`config.mk`:
```
export PLATFORM = sky130hd
export DESIGN_NAME = ps2_ascii_fifo
export DESIGN_NICKNAME = d
export VERILOG_FILES = /design/src/rtl/ps2_ascii_fifo.sv
export SDC_FILE = /design/constraint.sdc
export NUM_CORES = 1
export LEC_CHECK = 0
export BUFFER_PORTS_ARGS = -buffer_cell sky130_fd_sc_hd__buf_4
export CAP_MARGIN = 20
export CORE_AREA = 3 3 168 170
export DETAILED_ROUTE_END_ITERATION = 16
export DIE_AREA = 0 0 171 173
export MAX_ROUTING_LAYER = met4
export SLEW_MARGIN = 20
export SYNTH_ARGS = -nofsm -noshare
export SYNTH_HDL_FRONTEND = slang
export SYNTH_SLANG_ARGS = --single-unit
```
`constraint.sdc`:
```
create_clock -name inclock -period 4.8 [get_ports inclock]
set_input_delay 1.44 -clock inclock [delete_from_list [all_inputs] [get_ports inclock]]
set_output_delay 1.44 -clock inclock [all_outputs]
set_load 0.02 [all_outputs]
```
`src/rtl/ps2_ascii_fifo.sv`:
```
// PS/2 scan-code decoder that maps key presses to ASCII and buffers them in a show-ahead FIFO.
// Define REPEAT_FILTER_EN to suppress typematic repeats of the currently held key.
module ps2_ascii_fifo #(
    parameter int FIFO_DEPTH = 16,
    parameter int CNT_W      = $clog2(FIFO_DEPTH) + 1
) (
    input  logic             inclock,
    input  logic             reset,
    input  logic [7:0]       byte_in,
    input  logic             byte_valid,
    input  logic             rd_en,
    output logic [7:0]       rd_data,
    output logic             rd_valid,
    output logic [CNT_W-1:0] count,
    output logic             full,
    output logic             overflow,
    output logic             shift_held,
    output logic [7:0]       last_data_received
);

    localparam int PTR_W = $clog2(FIFO_DEPTH);

    typedef enum logic [1:0] {
        IDLE,
        BRK,
        EXT,
        EXT_BRK
    } dec_state_t;

    dec_state_t state, state_next;
    logic       shift_next;
    logic       is_make;
    logic       mapped;
    logic [7:0] ascii;
    logic       repeat_hit;
    logic       push_req;
    logic       do_push;
    logic       do_pop;
    logic       drop;

    logic [7:0]       mem [FIFO_DEPTH];
    logic [PTR_W-1:0] wr_ptr;
    logic [PTR_W-1:0] rd_ptr;
    logic [PTR_W-1:0] head_idx;
    logic [7:0]       head_next;
    logic [CNT_W-1:0] count_next;

    always_ff @(posedge inclock) begin
        if (reset) begin
            state      <= IDLE;
            shift_held <= 1'b0;
        end else begin
            state      <= state_next;
            shift_held <= shift_next;
        end
    end

    always_comb begin
        state_next = state;
        shift_next = shift_held;
        is_make    = 1'b0;
        if (byte_valid) begin
            case (state)
                IDLE: begin
                    if (byte_in == 8'hE0)
                        state_next = EXT;
                    else if (byte_in == 8'hF0)
                        state_next = BRK;
                    else if (byte_in == 8'h12 || byte_in == 8'h59)
                        shift_next = 1'b1;
                    else
                        is_make = 1'b1;
                end
                BRK: begin
                    if (byte_in == 8'h12 || byte_in == 8'h59)
                        shift_next = 1'b0;
                    state_next = IDLE;
                end
                EXT: begin
                    if (byte_in == 8'hF0)
                        state_next = EXT_BRK;
                    else
                        state_next = IDLE;
                end
                EXT_BRK: state_next = IDLE;
                default: state_next = IDLE;
            endcase
        end
    end

    // Letters follow shift; space, CR and backspace are the same either way.
    always_comb begin
        mapped = 1'b1;
        ascii  = 8'h00;
        case (byte_in)
            8'h1C: ascii = shift_held ? 8'h41 : 8'h61;
            8'h32: ascii = shift_held ? 8'h42 : 8'h62;
            8'h21: ascii = shift_held ? 8'h43 : 8'h63;
            8'h15: ascii = shift_held ? 8'h51 : 8'h71;
            8'h29: ascii = 8'h20;
            8'h5A: ascii = 8'h0D;
            8'h66: ascii = 8'h08;
            default: mapped = 1'b0;
        endcase
    end

`ifdef REPEAT_FILTER_EN
    logic [7:0] held_code;

    assign repeat_hit = (byte_in == held_code);

    always_ff @(posedge inclock) begin
        if (reset)
            held_code <= 8'h00;
        else if (is_make && mapped)
            held_code <= byte_in;
        else if (byte_valid && state == BRK && byte_in == held_code)
            held_code <= 8'h00;
    end
`else
    assign repeat_hit = 1'b0;
`endif

    assign push_req = is_make && mapped && !repeat_hit;
    assign do_pop   = rd_en && rd_valid;
    assign do_push  = push_req && (!full || do_pop);
    assign drop     = push_req && full && !do_pop;

    assign count_next = count + CNT_W'(do_push) - CNT_W'(do_pop);

    // The next head may be the very slot being written this edge, so bypass the write data.
    always_comb begin
        head_idx  = do_pop ? rd_ptr + PTR_W'(1) : rd_ptr;
        head_next = (do_push && head_idx == wr_ptr) ? ascii : mem[head_idx];
    end

    always_ff @(posedge inclock) begin
        if (do_push)
            mem[wr_ptr] <= ascii;
    end

    always_ff @(posedge inclock) begin
        if (reset) begin
            wr_ptr             <= '0;
            rd_ptr             <= '0;
            count              <= '0;
            full               <= 1'b0;
            rd_valid           <= 1'b0;
            overflow           <= 1'b0;
            rd_data            <= 8'h00;
            last_data_received <= 8'h00;
        end else begin
            if (do_push) begin
                wr_ptr             <= wr_ptr + PTR_W'(1);
                last_data_received <= ascii;
            end
            if (do_pop)
                rd_ptr <= rd_ptr + PTR_W'(1);
            count    <= count_next;
            full     <= (count_next == CNT_W'(FIFO_DEPTH));
            rd_valid <= (count_next != '0);
            if (count_next != '0)
                rd_data <= head_next;
            if (drop)
                overflow <= 1'b1;
        end
    end

endmodule

```
* Yosys cells after proc, flatten, opt, wreduce, memory -nomap -nowiden
Memories as Yosys holds them, arrays and structs flattened. A register that Yosys moved wholly into a read port is not among the register bits.
Index checks and enable logic that the tools add are counted.
** Storage, ports and cells
- Logic and storage cells :: 77
- Input port bits :: 12
- Memory bits (writable) :: 112
- Register bits :: 35
- Memories kept :: 1
- Output and inout bits :: 25
** Memories
- mem :: words 16, bits a word 7, rd ports 1, clocked after Yosys merged registers in 1, write ports 1, line 41 : logic [7:0] mem [FIFO_DEPTH];
** Operators by class
- Mux-type cells :: 24
- Add/subtract/negate cells :: 4
- Equality and inequality tests :: 21
- Reduce and logical (&&, ||, !) cells :: 17
** Operators with widths (number)
- 7-bit case mux with 7 select lines :: 1
- 8-bit by 5-bit == test with 1-bit output (second input constant) :: 3
- 8-bit by 6-bit == test with 1-bit output (second input constant) :: 3
- 8-bit by 7-bit == test with 1-bit output (second input constant) :: 3
- 6-bit two-way mux :: 4
- 8-bit == test (second input constant) :: 2
- 1-bit two-way mux :: 12
- 4-bit by 1-bit adder with 4-bit output (second input constant) :: 2
- 8-bit two-way mux :: 1
- 2-bit != test (second input constant) :: 4
- 7-bit OR reduction :: 1
- 1-bit logical AND :: 6
- 2-bit two-way mux :: 3
- 2-bit case mux with 3 select lines :: 1
- 6-bit AND reduction :: 1
- 5-bit by 1-bit adder with 5-bit output :: 1
- 5-bit == test (second input constant) :: 1
- 5-bit nonzero test :: 1
- 5-bit by 1-bit subtractor with 5-bit output :: 1
- 2-bit == test (second input constant) :: 2
- 4-bit == test :: 1
- 4-bit two-way mux :: 1
- 3-bit != test (second input constant) :: 1
- 2-bit by 1-bit == test with 1-bit output (second input constant) :: 1
- other kinds (7) :: 9

* Depth between registers and ports, before layout
Gate-level depths: netlist of run 1.
- Depth in word-level cells :: 12
- Depth in mapped cells :: 19
- Depth with buffers taken out :: 15

* Worst setup path after synthesis of run 1
OpenSTA, ideal clock, no wires.
- Kind :: input -> register
- Start :: in byte_in[1]
- End :: reg rd_data[2] (read register of mem)
- Buffers on the path :: 4
- Required time :: 4712 ps
- Arrival :: 4994 ps
- Stages :: 19
- Library setup time :: 88 ps
- Path slack :: -282 ps
- Cells stage by stage :: buf_6 or4b_2 o22ai_1 a21o_1 o31a_1 buf_6 clkinv_8 buf_8 ha_1 inv_1 ha_1 fa_1 a21o_1 a21oi_1 xnor2_1 nand3_1 clkbuf_1 nor2_1 a311oi_2
** On the way
- Cells in the longest elaborated chain, start to end :: 12
- Elaborated cells on any way between the ends :: 24
- Classes of those cells :: 2 x add/sub; 11 x eq/ne; 6 x mux; 5 x reduce/logical
** Ends and longest elaborated chain
- start: declaration :: line 9 : input logic [7:0] byte_in,
- 8-bit by 5-bit == test with 1-bit output / 8-bit by 7-bit == test with 1-bit output (equally long branches) :: line 69 : else if (byte_in == 8'h12 || byte_in == 8'h59)
- 1-bit logical OR :: line 69
- 1-bit two-way mux :: line 69
- 1-bit two-way mux :: line 67 : else if (byte_in == 8'hF0)
- 1-bit two-way mux :: line 65 : if (byte_in == 8'hE0)
- 1-bit two-way mux :: line 63 : case (state)
- 1-bit two-way mux :: line 62 : if (byte_valid) begin
- 1-bit logical AND (*) :: line 124 : assign push_req = is_make && mapped && !repeat_hit;
- 1-bit logical AND (*) :: line 126 : assign do_push = push_req && (!full || do_pop);
- 5-bit by 1-bit adder with 5-bit output (*) :: line 129 : assign count_next = count + CNT_W'(do_push) - CNT_W'(do_pop);
- 5-bit by 1-bit subtractor with 5-bit output (*) :: line 129
- 5-bit nonzero test (*) :: line 162 : if (count_next != '0)
- end: declaration :: line 12 : output logic [7:0] rd_data,
Every way passes the cells marked *; elsewhere a longest branch is shown, timed or not.
A chain may end at the register's enable or synchronous reset.

* Worst setup path after layout of run 1
- Start :: in byte_in[6]
- End :: reg rd_data[1] (read register of mem)
Same word-level chain as after synthesis.

==> results of run 1 <==
==> power by group <==
| part | internal [µW] | switching (µW) |
|---|---|---|
| Sequential | 1390 | 46.9 |
| Combinational | 320 | 436 |
| Clock | 816 | 506 |
| Total | 2520 | 990 |
==> area by class of cell <==
class | instances | area, µm²
Fill cell | 2712 | 18770
Sequential cell | 145 | 4024
Multi-Input combinational cell | 323 | 2392
Timing Repair Buffer | 75 | 575.6
Clock buffer | 19 | 432.9
Tap cell | 341 | 426.7
Clock inverter | 13 | 158.9
Inverter | 22 | 95.09
==> worst min-delay path by stage <==
| stage | start | to | slack [ps] | cells after the start |
|---|---|---|---|---|
| 2_1_floorplan | state[1] | state[1] | 450 | 2 |
| 3_3_place_gp | last_data_received[2] | last_data_received[2] | 450 | 2 |
| 3_5_place_dp | last_data_received[2] | last_data_received[2] | 450 | 2 |
| 4_1_cts | last_data_received[2] | last_data_received[2] | 470 | 2 |
| 5_1_grt | last_data_received[2] | last_data_received[2] | 480 | 2 |
| 6_report | last_data_received[2] | last_data_received[2] | 470 | 2 |
==> per-stage QoR <==
step | cell area, µm² | util (%)
final | 8105 | 30.16
after global routing | 8105 | 30.16
after CTS | 8105 | 30.16
after detailed placement | 7513 | 27.96
after global placement | 7513 | 27.96
after floorplan | 6703 | -
==> tightest hold or removal path: stages, from the launching register on <==
cell and delay (ps):
dfxtp_1 320, nand2_1 60, a21oi_1 50
==> cells in the final DEF (no fill, tap or decap), types with 2 or more instances in the layout <==
cell        netlist  layout
dfxtp_1          33      33
mux4_2            7       7
a22o_1            4       4
bufinv_16         0       3
nor2_1           35      35
clkbuf_1         26       2
clkinv_2          0       3
nand3b_1          2       2
nand2b_1          6       6
buf_4             3      74
ha_1             10       9
or2_2             2       2
clkinv_4          0       2
a211oi_1         20      20
nor2b_1           8       8
nor3_2            0       2
nand2_1          16      16
a21boi_0         21      21
nor3_1           17      15
inv_6             0       2
edfxtp_1        112     112
or3_1             4       4
clkbuf_16         0      17
clkinvlp_4        0       2
a21o_1            3       3
xor2_1            6       6
and3_1           41      41
o22ai_1          10      10
a31oi_1           2       2
conb_1            1       2
xnor2_1           6       6
o21ai_0           6       6
a21oi_1          13      12
o32ai_1          30      30
inv_1            21      21
nand3_1          12      12
mux2i_1           3       3
a311oi_1          6       6
or4b_4            1       2
==> cells by family (layout without fill, tap and decap cells) <==
logic type | count (synthesis) | in the layout | synth area share (%)
AO/OA/AOI/OAI | 127 | 127 | 14.76
XOR/XNOR | 13 | 13 | 1.934
adder cells (fa/ha/maj) | 11 | 11 | 2.178
buffers and inverters | 59 | 129 | 4.263
flip-flops | 145 | 145 | 60.39
multiplexers | 12 | 12 | 3.380
other | 1 | 2 | 0.05628
AND/OR/NAND/NOR | 158 | 158 | 13.03
==> registers in the layout, indices dropped and copies added (netlist names) <==
signal and cells:
wr_ptr 4, last_data_received 7, mem 112, rd_valid 1, rd_data 7, shift_held 1, overflow 1, state 2
rd_ptr 4, full 1, count 5
==> layer usage <==
metal / up-vias / wire length, µm / GRT usage [%]
li1: 2161 / - / -
met1: 2210 / 7193 / 14.04
met2: 94 / 7571 / 17.39
met3: 22 / 520 / 2.401
met4: 0 / 371 / 4.427
met5: - / 0 / -
==> results_dict.tcl, run 1 <==
set metrics [dict create \
    crit_type "input pin to register" \
    gr-total-overflow 0 \
    post_cts_buffers 0 \
    fin_skew_ps 8.689 \
    core_area_um2 26880 \
    wire_per_inst_um 16.69 \
    cp.depth 16 \
    crit_start "byte_in[6]" \
    antenna_found_initial 0 \
    clk_latency_ps 430 \
    p_per_area_nw_per_um2 433.4 \
    critPathLaunchType "input pin" \
    yosysUniqueCellTypes 65 \
    worst-path-buf-inv 4 \
    fin_crit_ps 4477 \
    cts.sinks 145 \
    synthTopCellsByCount "112 x edfxtp_1, 41 x and3_1, 35 x nor2_1" \
    place_congestion 0.8499 \
    clock_path_buffers 2 \
    num_rows 60 \
    crit_end "rd_data[1]" \
    crit_chain "buf_4, or2_2, or4_4, a21oi_4, o31a_1, clkinv_8, ha_1, inv_1, ha_2, fa_2, a21o_1, a21oi_2, xnor2_1, nand3_1, buf_4, a311oi_1" \
    yosysWarnings 0 \
    cap_violations 0 \
    drive_above_1_share_pct 21.94 \
    synth_area_leaders "edfxtp_1 50%, dfxtp_1 9.9%, o32ai_1 3.9%" \
    cts-resized-gates 0 \
    slew_viol_final 0 \
    report.power.total_uw 3513 \
    htreeDepth 4 \
    die_h_um 173 \
    rsz0062_at_grt "no" \
    vias 4487 \
    yosys_most_used_dff "edfxtp_1" \
    endpoint_kind "register" \
    grt_max_degree 42 \
    area_delta_synth_final_pct 21.65 \
    cts_tree "yes" \
    r2r-start "rd_valid" \
    crit_path_max_fanout 9 \
    cts.clk_slew.worst_paths_ps 60 \
    ant_nets 0 \
    fin_crit_sh_pct 93.27 \
    yosysTopAreaCell "edfxtp_1" \
    critical-path-slowest-cell "or4_4" \
    first_pass_iters 5 \
    num_io_pins 37 \
    die_w_um 171 \
    yosysTopAreaCellShare_pct 50.48 \
    worstMarginPinSlew_ps 769.1 \
    hpwl_um 10980 \
    slew_headroom_pct 48.18 \
    netlist_area_um2 6663 \
    arrival_ps 4800 \
    synthCells 526 \
    fp.dieArea_um2 29580 \
    synth_edf_count 112 \
    critical_path.most_common_cell "buf_4" \
    drc 0 \
    cpPeakStageDelay_ps 500 \
    cts_buffers 17 \
    status "completed" \
    r2r-end "rd_data[1]" \
    leakagePower_uw 0.002936 \
    yosysSeqAreaShare_pct 60.39 \
    ff2ff_path_depth 14 \
    max_freq_mhz 223.4 \
    final_cell_count_no_fill 938 \
    grt_pass1_wl_um 24380 \
    ys_seq_elements 145 \
    holdWs_ps 473.6 \
    crit_required_ps 5130 \
    synth.avg_cell_area_um2 12.67 \
    port_buffers 34 \
    cts_hold_buf 0 \
    fin_ws_ps 322.8 \
    grt_pass1_vias 4460 \
    initial_core_util_pct 24.79 \
    ir_worst_vdd_mv 0.2029 \
    diodes 0 \
    routed_wl_um 15660 \
    track_usage_pct 11.12 \
    pre_cts_slack_ps -117.2 \
    r2r_slack_ps 1090 \
    cp_top_family "compound AO/OA/AOI/OAI gates" \
    dp_cells 906 \
    nNetsFinal 607 \
    hp-class "register to register" \
    tns_ps 0 \
    ctsRootBufferMaster "clkbuf_16" \
    setup_violations 0 \
    yosysMostFrequentCell "edfxtp_1" \
    drtIter0Drc 285 \
    viasPerCell 4.784 \
    postSynth.asyncResetShare_pct 0 \
    hold_viol 0 \
]
Note: power is estimated with default switching activity, not from simulation.
==> inputs of run 2 (changes only) <==
Settings changed: BUFFER_PORTS_ARGS -buffer_cell sky130_fd_sc_hd__buf_4 to -buffer_cell sky130_fd_sc_hd__buf_2.
==> run 2 against run 1 <==
  * Largest cell class unchanged
  * Global-route usage up 0.11 points
  * Sequential share of layout area up 0.62 points
  * Register-to-register slack better by 130 ps
  * Sequential power about the same
  * Combinational power down 4.0%
  * Critical path depth unchanged
  * Count of clock-buffer cells in the layout up 1
  * First-iteration DRC count up 22%
  * Setup slack better by 32 ps
  * Die area unchanged
  * Worst hold slack worse by 17 ps
  * Maximum frequency up 0.71%
==> results_dict.tcl, run 2 (synthesis gave the netlist of run 1 again) <==
set metrics [dict create \
    r2r-end "rd_data[0]" \
    drtIter0Drc 348 \
    area_delta_synth_final_pct 20.15 \
    worstMarginPinSlew_ps 807.6 \
    slew_headroom_pct 46.16 \
    clk_latency_ps 430 \
    crit_path_max_fanout 13 \
    drc 0 \
    post-route-util_pct 29.79 \
    leakagePower_uw 0.002925 \
    port_buffers 34 \
    gr-total-overflow 0 \
    cts-resized-gates 0 \
    top_register "mem" \
    grt_max_degree 33 \
    r2r_slack_ps 1220 \
    fin_crit_ps 4446 \
    die_w_um 171 \
    final_cell_count_no_fill 942 \
    holdWs_ps 457.0 \
    top_regs "mem x112, last_data_received x7, rd_data x7" \
    diodes 0 \
    clock_path_buffers 2 \
    cap_violations 0 \
    p_per_area_nw_per_um2 425.3 \
    fin_crit_sh_pct 92.62 \
    num_rows 60 \
    largest_reg_flops 112 \
    ir_worst_vdd_mv 0.1592 \
    grt_pass1_wl_um 24670 \
    hold_viol 0 \
    crit_start "byte_in[6]" \
    num_io_pins 37 \
    core_area_um2 26880 \
    place_congestion 0.8568 \
    max_freq_mhz 224.9 \
    ff2ff_path_depth 14 \
    htreeDepth 4 \
    first_pass_iters 5 \
    cts.sinks 145 \
    layout_commonest_cell "edfxtp_1" \
    tns_ps 0 \
    r2r-start "rd_valid" \
    crit_required_ps 5130 \
    dp_cells 911 \
    hpwl_um 11060 \
    cts_hold_buf 0 \
    rsz0062_at_grt "no" \
    critPathLaunchType "input pin" \
    vias 4505 \
    crit_type "input pin to register" \
    initial_core_util_pct 24.79 \
    mostFrequentLayoutCells "112 x edfxtp_1, 46 x buf_4, 41 x and3_1" \
    die_h_um 173 \
    status "completed" \
    track_usage_pct 11.23 \
    fin_skew_ps 5.894 \
    fin_ws_ps 354.4 \
    fp.dieArea_um2 29580 \
    critical-path-slowest-cell "or4_4" \
    antenna_found_initial 0 \
    crit_end "rd_data[0]" \
    slew_viol_final 0 \
    nNetsFinal 612 \
    grt_pass1_vias 4405 \
    cts.clk_slew.worst_paths_ps 50 \
    post_cts_buffers 0 \
    routed_wl_um 15850 \
    cts_buffers 17 \
    cpPeakStageDelay_ps 500 \
    endpoint_kind "register" \
    cp.depth 16 \
    hp-class "register to register" \
    wire_per_inst_um 16.83 \
    pre_cts_slack_ps -62.23 \
    cp_top_family "compound AO/OA/AOI/OAI gates" \
    crit_chain "buf_2, or2_2, or4_4, a21oi_4, o31a_1, clkinv_8, ha_1, inv_1, ha_2, fa_2, a21o_1, a21oi_2, xnor2_1, nand3_1, buf_4, a311oi_1" \
    ant_nets 0 \
    worst-path-buf-inv 4 \
    drive_above_1_share_pct 21.96 \
    setup_violations 0 \
    arrival_ps 4770 \
    ctsRootBufferMaster "clkbuf_16" \
    cts_tree "yes" \
    viasPerCell 4.782 \
]
run 2: cell types whose count changed in the layout (fill, tap and decap cells not counted), sizes merged:
cell      previous run  this run
clkinv               7         8
inv                 23        22
bufinv               3         2
clkbuf              19        20
clkinvlp             2         1
buf                 75        80
run 2: layer usage:
| metal | share of wire (%) | track usage, % | routed length (µm) | vias up |
|---|---|---|---|---|
| met5 | 0 | - | 0 | - |
| met4 | 3.4 | 5.567 | 544 | 0 |
| met3 | 4.4 | 2.058 | 691 | 28 |
| met2 | 47 | 17.27 | 7444 | 103 |
| met1 | 45 | 14.18 | 7173 | 2210 |
| li1 | - | - | - | 2164 |
run 2: how the worst min path moves through the flow:
stage	end	startpoint	depth (start not counted)
floorplan	state[1]	state[1]	2
global placement	last_data_received[2]	last_data_received[2]	2
detailed placement	last_data_received[2]	last_data_received[2]	2
CTS	last_data_received[2]	last_data_received[2]	2
global route	last_data_received[2]	last_data_received[2]	2
finish	last_data_received[2]	last_data_received[2]	2
run 2: report_power, final:
group / internal, µW / total [µW] / switching (µW)
Clock: 756 / 1250 / 492
Sequential: 1390 / 1430 / 42.3
Combinational: 286 / 726 / 440
run 2: area by class of cell:
class,count,area [µm²]
well taps,341,426.7
repair buffers,80,515.5
clock inverters,11,115.1
inverters,22,95.09
fillers,2735,18870
flip-flops and latches,145,4024
multi-input cells,323,2392
clock buffers,20,436.7
run 2: per-stage QoR:
step	total power (µW)	instance area (µm²)
2_1_floorplan	1961	6703
3_3_place_gp	2178	7453
4_1_cts	3429	8005
3_5_place_dp	2185	7453
6_report	3404	8005
5_1_grt	3550	8005
run 2: worst min-delay path: stages (launching register included):
cell and delay (ps):
dfxtp_1 310, nand2_1 50, a21oi_1 50
